==> config.mk <==
export PLATFORM = sky130hd
export DESIGN_NAME = cdb_arbiter
export DESIGN_NICKNAME = d
export VERILOG_FILES = /design/src/rtl/cdb_arbiter.sv
export SDC_FILE = /design/constraint.sdc
export NUM_CORES = 1
export LEC_CHECK = 0
export BUFFER_PORTS_ARGS = -buffer_cell sky130_fd_sc_hd__buf_2
export CAP_MARGIN = 20
export CORE_MARGIN = 1
export CORE_UTILIZATION = 55
export DETAILED_ROUTE_END_ITERATION = 16
export HOLD_SLACK_MARGIN = 0.06
export PLACE_DENSITY = 0.87
export RECOVER_POWER = 50
export SYNTH_ARGS = -nofsm -noshare
export SYNTH_HDL_FRONTEND = slang
export SYNTH_SLANG_ARGS = --single-unit
==> constraint.sdc <==
create_clock -name clk -period 7.45 [get_ports clk]
set_input_delay 0.745 -clock clk [delete_from_list [all_inputs] [get_ports clk]]
set_output_delay 0.745 -clock clk [all_outputs]
set_load 0.02 [all_outputs]
==> src/rtl/cdb_arbiter.sv <==
// cdb_arbiter: per-FU in-order result FIFOs feeding a round-robin arbiter that
// drives a registered common data bus, at most one broadcast per cycle.
module cdb_arbiter #(
    parameter int NUM_FU       = 4,
    parameter int XLEN         = 32,
    parameter int RS_TAG_WIDTH = 3,
    parameter int FIFO_DEPTH   = 2
) (
    input  logic                           clk,
    input  logic                           rst_n,
    input  logic                           flush,
    input  logic [NUM_FU-1:0]              fu_valid,
    output logic [NUM_FU-1:0]              fu_ready,
    input  logic [NUM_FU*XLEN-1:0]         fu_result,
    input  logic [NUM_FU*RS_TAG_WIDTH-1:0] fu_tag,
    output logic                           cdb_valid,
    output logic [XLEN-1:0]                cdb_result,
    output logic [RS_TAG_WIDTH-1:0]        cdb_tag,
    output logic [$clog2(NUM_FU)-1:0]      cdb_fu_id
);
    localparam int PW  = $clog2(FIFO_DEPTH);
    localparam int CW  = PW + 1;
    localparam int IDW = $clog2(NUM_FU);
    localparam int SW  = IDW + 1;
    localparam logic [CW-1:0]  FULL = CW'(FIFO_DEPTH);
    localparam logic [IDW-1:0] LAST = IDW'(NUM_FU - 1);

    logic [XLEN-1:0]         data_q [NUM_FU][FIFO_DEPTH];
    logic [RS_TAG_WIDTH-1:0] tag_q  [NUM_FU][FIFO_DEPTH];
    logic [PW-1:0]           wr_ptr_q [NUM_FU];
    logic [PW-1:0]           wr_ptr_d [NUM_FU];
    logic [PW-1:0]           rd_ptr_q [NUM_FU];
    logic [PW-1:0]           rd_ptr_d [NUM_FU];
    logic [CW-1:0]           count_q  [NUM_FU];
    logic [CW-1:0]           count_d  [NUM_FU];

    logic [NUM_FU-1:0]       nonempty;
    logic [NUM_FU-1:0]       push;
    logic [NUM_FU-1:0]       pop;
    logic                    grant_valid;
    logic [IDW-1:0]          grant_idx;
    logic [SW-1:0]           cand;
    logic [XLEN-1:0]         head_data;
    logic [RS_TAG_WIDTH-1:0] head_tag;

    logic [IDW-1:0]          rr_ptr_q, rr_ptr_d;
    logic                    cdb_valid_q, cdb_valid_d;
    logic [XLEN-1:0]         cdb_result_q, cdb_result_d;
    logic [RS_TAG_WIDTH-1:0] cdb_tag_q, cdb_tag_d;
    logic [IDW-1:0]          cdb_fu_id_q, cdb_fu_id_d;

    // Readiness looks only at the registered count; a same-cycle pop gives no credit.
    always_comb begin
        nonempty = '0;
        fu_ready = '0;
        for (int unsigned i = 0; i < NUM_FU; i++) begin
            nonempty[i] = (count_q[i] != '0);
            fu_ready[i] = (count_q[i] != FULL) && !flush;
        end
    end

    // Rotating search from rr_ptr; explicit wrap keeps non-power-of-2 NUM_FU in range.
    always_comb begin
        grant_valid = 1'b0;
        grant_idx   = '0;
        cand        = '0;
        for (int unsigned off = 0; off < NUM_FU; off++) begin
            cand = {1'b0, rr_ptr_q} + SW'(off);
            if (cand >= SW'(NUM_FU)) begin
                cand = cand - SW'(NUM_FU);
            end
            if (!grant_valid && nonempty[cand[IDW-1:0]]) begin
                grant_valid = 1'b1;
                grant_idx   = cand[IDW-1:0];
            end
        end
    end

    assign head_data = data_q[grant_idx][rd_ptr_q[grant_idx]];
    assign head_tag  = tag_q[grant_idx][rd_ptr_q[grant_idx]];

    always_comb begin
        push = '0;
        pop  = '0;
        for (int unsigned i = 0; i < NUM_FU; i++) begin
            push[i] = fu_valid[i] && fu_ready[i];
            pop[i]  = grant_valid && (grant_idx == IDW'(i));
            if (flush) begin
                wr_ptr_d[i] = '0;
                rd_ptr_d[i] = '0;
                count_d[i]  = '0;
            end else begin
                wr_ptr_d[i] = wr_ptr_q[i] + PW'(push[i]);
                rd_ptr_d[i] = rd_ptr_q[i] + PW'(pop[i]);
                count_d[i]  = count_q[i] + CW'(push[i]) - CW'(pop[i]);
            end
        end
    end

    always_comb begin
        rr_ptr_d     = rr_ptr_q;
        cdb_valid_d  = 1'b0;
        cdb_result_d = cdb_result_q;
        cdb_tag_d    = cdb_tag_q;
        cdb_fu_id_d  = cdb_fu_id_q;
        if (flush) begin
            rr_ptr_d = '0;
        end else if (grant_valid) begin
            cdb_valid_d  = 1'b1;
            cdb_result_d = head_data;
            cdb_tag_d    = head_tag;
            cdb_fu_id_d  = grant_idx;
            rr_ptr_d     = (grant_idx == LAST) ? '0 : grant_idx + 1'b1;
        end
    end

    always_ff @(posedge clk or negedge rst_n) begin
        if (!rst_n) begin
            for (int unsigned i = 0; i < NUM_FU; i++) begin
                wr_ptr_q[i] <= '0;
                rd_ptr_q[i] <= '0;
                count_q[i]  <= '0;
            end
            rr_ptr_q     <= '0;
            cdb_valid_q  <= 1'b0;
            cdb_result_q <= '0;
            cdb_tag_q    <= '0;
            cdb_fu_id_q  <= '0;
        end else begin
            for (int unsigned i = 0; i < NUM_FU; i++) begin
                wr_ptr_q[i] <= wr_ptr_d[i];
                rd_ptr_q[i] <= rd_ptr_d[i];
                count_q[i]  <= count_d[i];
            end
            rr_ptr_q     <= rr_ptr_d;
            cdb_valid_q  <= cdb_valid_d;
            cdb_result_q <= cdb_result_d;
            cdb_tag_q    <= cdb_tag_d;
            cdb_fu_id_q  <= cdb_fu_id_d;
        end
    end

    // Payload storage needs no reset: counts alone decide what is live.
    always_ff @(posedge clk) begin
        for (int unsigned i = 0; i < NUM_FU; i++) begin
            if (push[i]) begin
                data_q[i][wr_ptr_q[i]] <= fu_result[i*XLEN +: XLEN];
                tag_q[i][wr_ptr_q[i]]  <= fu_tag[i*RS_TAG_WIDTH +: RS_TAG_WIDTH];
            end
        end
    end

    assign cdb_valid  = cdb_valid_q;
    assign cdb_result = cdb_result_q;
    assign cdb_tag    = cdb_tag_q;
    assign cdb_fu_id  = cdb_fu_id_q;

endmodule

==> results of run 1 <==
[worst reg2reg max path, delay by kind of cell (launching register included)]
family,cells,cell delay (ps)
buffers and inverters,3,1310
XOR/XNOR,2,290
flip-flops,1,450
AND/OR/NAND/NOR,5,1520
adder cells (fa/ha/maj),3,680
[sequential cells by signal (all words and copies together), names as in the netlist]
name        flops
cdb_tag         3
cdb_result     32
data_q        256
cdb_fu_id       2
wr_ptr_q        4
rr_ptr_q        2
count_q         8
cdb_valid       1
tag_q          24
rd_ptr_q        4
[per-layer routing]
layer / GRT usage (%) / vias up
li1: - / 3653
met1: 30.9 / 3978
met2: 41.3 / 331
met3: 5.04 / 54
met4: 8.75 / 2
met5: 0 / -
[synthesized netlist by cell type, drive strengths merged]
cell	n
nor3b	1
a31oi	35
edfxtp	280
o31a	2
nand4b	1
o21bai	1
a221o	35
nor2	53
a311oi	1
mux2	37
o21ai	1
o21ba	1
nor2b	5
or3	2
buf	25
inv	18
xnor2	8
o32ai	2
a211oi	1
mux2i	36
a21oi	41
clkbuf	31
and3	2
or2	4
and4	1
ha	18
a21o	36
o31ai	1
and2	39
o221ai	35
xor2	4
dfrtp	56
nand3	1
nand2	37
nor3	3
[path summary, 6_finish.rpt]
kind,cells after the start,slack [ps],start,to
worst min register to register,2,550,cdb_result[28],cdb_result[28]
max in group asynchronous,2,3890,rst_n,cdb_valid
worst max-delay path,13,3030,rr_ptr_q[1],count_q[1]
worst min-delay path,1,430,fu_result[87],data_q[2][23]
worst max register to register,13,3030,rr_ptr_q[1],count_q[1]
min in group asynchronous,2,1550,rst_n,cdb_result[31]
[per-stage QoR]
stage / instance area, um^2 / power, mW / util, %
6_report: 15600 / 7.20 / 66.0
5_1_grt: 15600 / 7.62 / 66.0
4_1_cts: 15600 / 7.24 / 66.1
3_5_place_dp: 14600 / 5.63 / 61.6
3_3_place_gp: 14600 / 5.49 / 61.6
2_1_floorplan: 13400 / 4.91 / -
[power by group through the flow]
stage                     clock, mW  combinational, mW  sequential, mW
after CTS                      1.62               3.18            2.44
final                          1.60               3.16            2.44
after global placement            0               3.03            2.46
after floorplan                   0               2.36            2.55
after detailed placement          0               3.16            2.47
after global routing           1.70               3.47            2.45
[cells by family after synthesis]
| family | count (synthesis) | share of synthesized area (%) |
|---|---|---|
| AO/OA/AOI/OAI | 192 | 10.8 |
| flip-flops | 336 | 73.1 |
| adder cells (fa/ha/maj) | 18 | 1.68 |
| buffers and inverters | 74 | 2.48 |
| XOR/XNOR | 12 | 0.784 |
| AND/OR/NAND/NOR | 149 | 5.32 |
| multiplexers | 73 | 5.79 |
[layout make-up]
class / instances / area [um^2]
diodes: 2 / 5.00
clock buffers: 44 / 950
clock inverters: 14 / 101
fillers: 1741 / 8050
inverters: 18 / 67.6
multi-input cells: 444 / 3310
flip-flops and latches: 336 / 9810
well taps: 319 / 399
repair buffers: 201 / 985
==> impl_metrics.ini, run 1 <==
[run_status]
status = finished with violations
violations = max-capacitance violations, max-slew violations

[floorplanning]
core_um2 = 23700
initial_utilization_pct = 56.6
dieArea_um2 = 25000
die_h_um = 158
std_cell_rows = 56
die_x_um = 158
ioPinCount = 189

[power_and_ir_drop]
power.density_nw_per_um2 = 461
power_frac_seq_pct = 33.8
clockPowerShare_pct = 22.3
pwr-share-comb_pct = 43.9
vdd_drop_max_mv = 0.375
p_leak_nw = 5.83
swShare_pct = 37.6
power_switching_mw = 2.70
p_int_mw = 4.50

[setup_path]
cp_data_arrival_time_ps = 4760
worstSetupPathType = reg -> reg
cp_slowest_cell = nand3_4
cp_num_buf_inv = 3
crit_path_max_fanout = 76
startpoint_type = flip-flop
cp.required_ps = 7790
endpoint_kind = flip-flop
worstPathCellList = nor3_1, or3_1, nand3_4, inv_2, buf_4, ha_1, and2_1, ha_1, inv_1, ha_1, xor2_1, xnor2_1, nor2_1
critPathTopFamily = simple AND/OR/NAND/NOR gates
cpMostUsedCell = ha_1
cpPeakStageDelay_ps = 720

[cells_and_area]
area_growth_pct = 16.5
final_cell_mix = edfxtp_1 (280), clkbuf_1 (113), buf_2 (80)
drive_gt1_share_pct = 18.2
fin_cells = 1378
nNetsFinal = 1201
final_common_cell = edfxtp_1

[clock_tree]
cts_root_buffer = clkbuf_16
h-tree-depth = 2
cts_hold_buf = 0
cts_tree = done
clk_path_buf_depth = 3
cts.sinks = 336
clkSlewWorstSetupHoldPaths_ps = 60
ctsResizeCount = 0
clock_latency_ps = 500
cts_inserted_buffers = 35
post_cts_buffers = 0

[yosys]
syn_inst = 854
yosys.area.top_type = edfxtp_1
avgSynthCellArea_um2 = 15.7
syn_area_um2 = 13400
yosys_warnings = 0
synth.ff_latch_count = 336
synth_top_cells_by_area = edfxtp_1 (63%), dfrtp_1 (10%), mux2_2 (3.1%), mux2i_1 (2.7%), a221o_1 (2.6%)
synth_top_area_share_pct = 62.7
yosysSeqAreaShare_pct = 73.1
ys_types = 40
syn_nets = 1019

[drt]
drt-met1-wl_um = 12100
antenna_left = 0
dr.pass1.iters = 5
post-route-drc-count = 0
wl_per_cell_um = 21.6
topRoutingLayerUsed = met5
drt_iter0_drc = 697
routed_wl_um = 29800
dr_wl_met3_um = 2130
vias_per_cell = 5.82
via_count = 8018
route.met2.wl_um = 14900

[placement]
hpwl_um = 18400
dp_cells = 1313
place.port_buffers = 188
globalplace.congestion = 0.816
post-place-ws_ps = 3070

[min_path]
hold_class = in -> reg

[grt]
track_usage_pct = 24.3
grt_pass1_vias = 8105
grt_pass1_wl_um = 44700
overflow = 0
grt_max_degree = 77
grt_antenna_before_repair = 2

[timing]
hold_viol = 0
setup_viol = 0
timing.final.ws_setup_ps = 3030
rsz0062_at_grt = no
hold_ws_ps = 429
tightest_slew_ps = 3550
fin_skew_ps = 11.9
period_minus_slack_ps = 4420
maxSlewViolCount = 57
maxSlewHeadroom_pct = -137
post-route-period-util_pct = 59.4
clock.fmax_ghz = 0.226
fin_tns_setup_ps = 0

[run]
max_cap_violations = 1
Note: power is estimated with default switching activity, not from simulation.
==> run 2: changes to the inputs <==
CORE_UTILIZATION = 52   (was 55)
PLACE_DENSITY = 0.86   (was 0.87)
clock period = 4 ns   (was 7.45 ns; I/O delays follow)
==> impl_metrics.ini, run 2 (synthesis results as in run 1) <==
[drt]
post-route-drc-count = 0
routed_wl_um = 33400
dr.pass1.iters = 7
antenna_left = 0
vias_per_cell = 5.90
wl_per_cell_um = 23.1
via_count = 8538
drt_iter0_drc = 808

[cells_and_area]
area_growth_pct = 19.8
final_common_cell = edfxtp_1
drive_gt1_share_pct = 16.5
nNetsFinal = 1250
final_cell_mix = edfxtp_1 (280), clkbuf_1 (134), buf_2 (65)
largest_register_ffs = 256

[power_and_ir_drop]
power.density_nw_per_um2 = 856
p_leak_nw = 5.98
vdd_drop_max_mv = 0.601

[setup_path]
critPathCapture = cdb_result[15]
critPathLaunch = rr_ptr_q[1]
worstSetupPathType = reg -> reg
worst_r2r_path_depth = 8
startpoint_type = flip-flop
timing.rr.end = cdb_result[15]
endpoint_kind = flip-flop
crit_path_max_fanout = 42
cp.required_ps = 4400
cp_data_arrival_time_ps = 3800
reg2reg_slack_ps = 590
worst_r2r_startpoint = rr_ptr_q[1]

[floorplanning]
dieArea_um2 = 26400
die_h_um = 163
initial_utilization_pct = 53.1
std_cell_rows = 58
die_x_um = 163
ioPinCount = 189
core_um2 = 25300

[clock_tree]
clock_latency_ps = 520
ctsResizeCount = 0
cts_root_buffer = clkbuf_16
clk_path_buf_depth = 3
post_cts_buffers = 0
cts_tree = done
cts_hold_buf = 43
h-tree-depth = 2
cts_inserted_buffers = 35
cts.sinks = 336
clkSlewWorstSetupHoldPaths_ps = 60

[placement]
place.port_buffers = 188
post-place-ws_ps = 690
hpwl_um = 19700
globalplace.congestion = 0.857

[run_status]
status = finished with violations
violations = max-capacitance violations, max-slew violations

[timing]
maxSlewHeadroom_pct = -8.26
tightest_slew_ps = 1620
post-route-period-util_pct = 85.2
hold_viol = 0
clock.fmax_ghz = 0.293
maxSlewViolCount = 57
period_minus_slack_ps = 3410
fin_tns_setup_ps = 0
timing.final.ws_setup_ps = 593
setup_viol = 0
fin_skew_ps = 14.6
rsz0062_at_grt = no

[grt]
track_usage_pct = 25.1
grt_antenna_before_repair = 4
grt_pass1_wl_um = 49200
overflow = 0
grt_pass1_vias = 8675
grt_max_degree = 83

[run]
max_cap_violations = 1

[min_path]
hold_class = in -> reg
run 2: worst max-delay path, stage by stage (launching register included):
cell and delay (ps):
dfrtp_1 430, nor3_1 320, or3_1 220, nand3_4 330, inv_2 580, buf_4 550
a21oi_1 150, a221o_1 360, a31oi_1 320
run 2: metal layers:
layer | share of wire (%) | vias up | track usage (%)
li1 | - | 3765 | -
met1 | 39 | 4246 | 31.4
met2 | 50 | 453 | 43.6
met3 | 8.4 | 74 | 4.74
met4 | 2.7 | 0 | 9.18
met5 | 0 | - | 0
run 2: worst min path at each step:
| stage | endpoint | cells after the start | start |
|---|---|---|---|
| finish | tag_q[0][3] | 1 | fu_tag[0] |
| CTS | data_q[0][47] | 1 | fu_result[15] |
| floorplan | cdb_fu_id[0] | 0 | rst_n |
| global placement | cdb_fu_id[1] | 1 | cdb_fu_id[1] |
| detailed placement | cdb_fu_id[1] | 1 | cdb_fu_id[1] |
| global route | data_q[1][34] | 1 | fu_result[34] |
run 2: where the power goes:
group | switching (mW) | leakage [nW] | internal (mW) | total (mW)
sequential | 0.251 | 3.23 | 4.28 | 4.54
clock | 1.33 | 0.505 | 1.68 | 3.01
combinational | 3.77 | 2.25 | 2.43 | 6.21
total | 5.35 | 5.98 | 8.40 | 13.7
run 2: area by class of cell:
| class | instances | area [um^2] |
|---|---|---|
| tap | 330 | 413 |
| timing repair buffer | 250 | 1390 |
| sequential | 336 | 9810 |
| inverter | 18 | 67.6 |
| multi-input combinational | 444 | 3310 |
| antenna | 4 | 10.0 |
| fill | 1834 | 9190 |
| clock buffer | 51 | 956 |
| clock inverter | 13 | 104 |
run 2: through the flow:
stage / total power [mW] / hold slack [ps] / instances / cell area [um^2] / utilization (%)
after detailed placement: 10.6 / 511 / 1334 / 14700 / 58.2
after global placement: 10.4 / 509 / 1334 / 14700 / 58.2
after global routing: 14.5 / 61.5 / 1445 / 16100 / 63.6
after CTS: 13.7 / 60.6 / 1441 / 16200 / 64.1
after floorplan: 9.15 / 104 / 854 / 13400 / -
final: 13.7 / 68.4 / 1446 / 16100 / 63.6
==> run 3: changes to the inputs <==
==> constraint.sdc (replaced) <==
create_clock -name clk -period 4 [get_ports clk]
set_input_delay 0.6 -clock clk [delete_from_list [all_inputs] [get_ports clk]]
set_output_delay 0.6 -clock clk [all_outputs]
set_load 0.02 [all_outputs]
==> impl_metrics.ini, run 3 (synthesis results as in run 1) <==
[run_status]
status = finished with violations
violations = max-capacitance violations, max-slew violations

[placement]
dpl_cell_area_um2 = 14700
place.port_buffers = 188
globalplace.congestion = 0.849
hpwl_um = 19900
post-place-ws_ps = 958
dp_cells = 1336

[setup_path]
cp_data_arrival_time_ps = 3530
cpMostUsedCell = ha_1
critPathTopFamily = simple AND/OR/NAND/NOR gates
cp_slowest_cell = buf_12
worst_r2r_startpoint = count_q[5]
cp_num_buf_inv = 2
endpoint_kind = flip-flop
critPathLaunch = count_q[5]
worst_r2r_path_depth = 11
startpoint_type = flip-flop
worstPathCellList = or2_1, or3_1, nand3_4, buf_12, and3_1, ha_1, inv_1, ha_1, xor2_1, xnor2_1, nor2_1
worstSetupPathType = reg -> reg
cp.required_ps = 4340
crit_path_max_fanout = 142
timing.rr.end = count_q[7]
reg2reg_slack_ps = 810
cpPeakStageDelay_ps = 440

[clock_tree]
cts_hold_buf = 0
clock_latency_ps = 510
clkSlewWorstSetupHoldPaths_ps = 60
cts_tree = done
ctsResizeCount = 0
cts.sinks = 336
h-tree-depth = 2
clk_path_buf_depth = 3
cts_root_buffer = clkbuf_16
post_cts_buffers = 0
cts_inserted_buffers = 34

[grt]
track_usage_pct = 24.0
grt_antenna_before_repair = 8
overflow = 0
grt_max_degree = 143
grt_pass1_wl_um = 47000
grt_pass1_vias = 8480

[timing]
period_minus_slack_ps = 3190
fin_skew_ps = 10.3
rsz0062_at_grt = no
tightest_slew_ps = 1660
fin_tns_setup_ps = 0
maxSlewHeadroom_pct = -10.5
clock.fmax_ghz = 0.314
timing.final.ws_setup_ps = 813
maxSlewViolCount = 57
setup_viol = 0
hold_viol = 0
post-route-period-util_pct = 79.7

[drt]
wl_per_cell_um = 22.3
post-route-drc-count = 0
antenna_left = 0
drt_iter0_drc = 684
routed_wl_um = 31200
via_count = 8233
dr.pass1.iters = 5
vias_per_cell = 5.88

[power_and_ir_drop]
pwr-share-comb_pct = 44.1
p_leak_nw = 5.88
p_int_mw = 8.48
design_power_total_mw = 13.6
power.density_nw_per_um2 = 866
power_switching_mw = 5.12
clockPowerShare_pct = 22.6
swShare_pct = 37.6
vdd_drop_max_mv = 1.03
power_frac_seq_pct = 33.3

[cells_and_area]
fin_cells = 1401
final_common_cell = edfxtp_1
final_area_um2 = 15700
final_cell_mix = edfxtp_1 (280), clkbuf_1 (117), buf_2 (80)
area_growth_pct = 17.0
fillers = 1864
multi_input_area_um2 = 3310
nNetsFinal = 1207
drive_gt1_share_pct = 18.8
largest_register_ffs = 256
regArea_um2 = 9810

[floorplanning]
ioPinCount = 189
die_x_um = 163
die_h_um = 163
core_um2 = 25300
dieArea_um2 = 26400
std_cell_rows = 58
initial_utilization_pct = 53.1

[run]
max_cap_violations = 1

[min_path]
min_from = fu_result[5]
whs_path_depth = 1
hold_class = in -> reg
whs_endpoint = data_q[0][37]
## run 3: cell types whose count changed in the layout (fill, tap and decap cells not counted), moves of 3 or more
cell | before | now
buf_2 | 65 | 80
clkbuf_1 | 134 | 117
clkinv_2 | 3 | 6
dlygate4sd3_1 | 44 | 0
## run 3: worst reg2reg max path, cell delays in order (launching register included)
cell,delay (ps)
dfrtp_1,420
or2_1,280
or3_1,380
nand3_4,130
buf_12,440
and3_1,540
ha_1,240
inv_1,50
ha_1,160
xor2_1,200
xnor2_1,140
nor2_1,50
## run 3: layout make-up
cell class | count | area share (%)
diodes | 4 | 0.0638
clock buffers | 49 | 6.17
clock inverters | 12 | 0.701
inverters | 18 | 0.430
multi-input cells | 444 | 21.1
flip-flops and latches | 336 | 62.5
well taps | 330 | 2.63
repair buffers | 208 | 6.42
## run 3: worst max path at each step
stage,slack [ps],cells after the start,to
after floorplan,1240,14,count_q[1]
after global placement,1030,5,data_q[0][62]
after detailed placement,960,12,count_q[5]
after CTS,910,12,count_q[5]
after global routing,600,12,count_q[5]
final,810,11,count_q[7]
## run 3: power groups by stage
| stage | registers, mW | clock network [mW] | logic [mW] |
|---|---|---|---|
| 2_1_floorplan | 4.75 | 0 | 4.39 |
| 3_3_place_gp | 4.57 | 0 | 5.75 |
| 3_5_place_dp | 4.59 | 0 | 5.98 |
| 4_1_cts | 4.52 | 3.10 | 6.02 |
| 5_1_grt | 4.57 | 3.22 | 6.52 |
| 6_report | 4.53 | 3.07 | 6.00 |
## run 3: routing by layer
layer | vias to the layer above | track usage (%) | wire length [um]
met5 | - | 0 | 57
met1 | 4076 | 29.7 | 12200
met2 | 389 | 40.2 | 15300
li1 | 3674 | - | -
met3 | 86 | 6.34 | 2750
met4 | 8 | 9.35 | 984
## run 3: through the flow
stage | util (%) | hold slack [ps]
4_1_cts | 62.7 | 220
3_3_place_gp | 58.4 | 490
5_1_grt | 62.2 | 270
6_report | 62.2 | 280
2_1_floorplan | - | 304
3_5_place_dp | 58.4 | 502
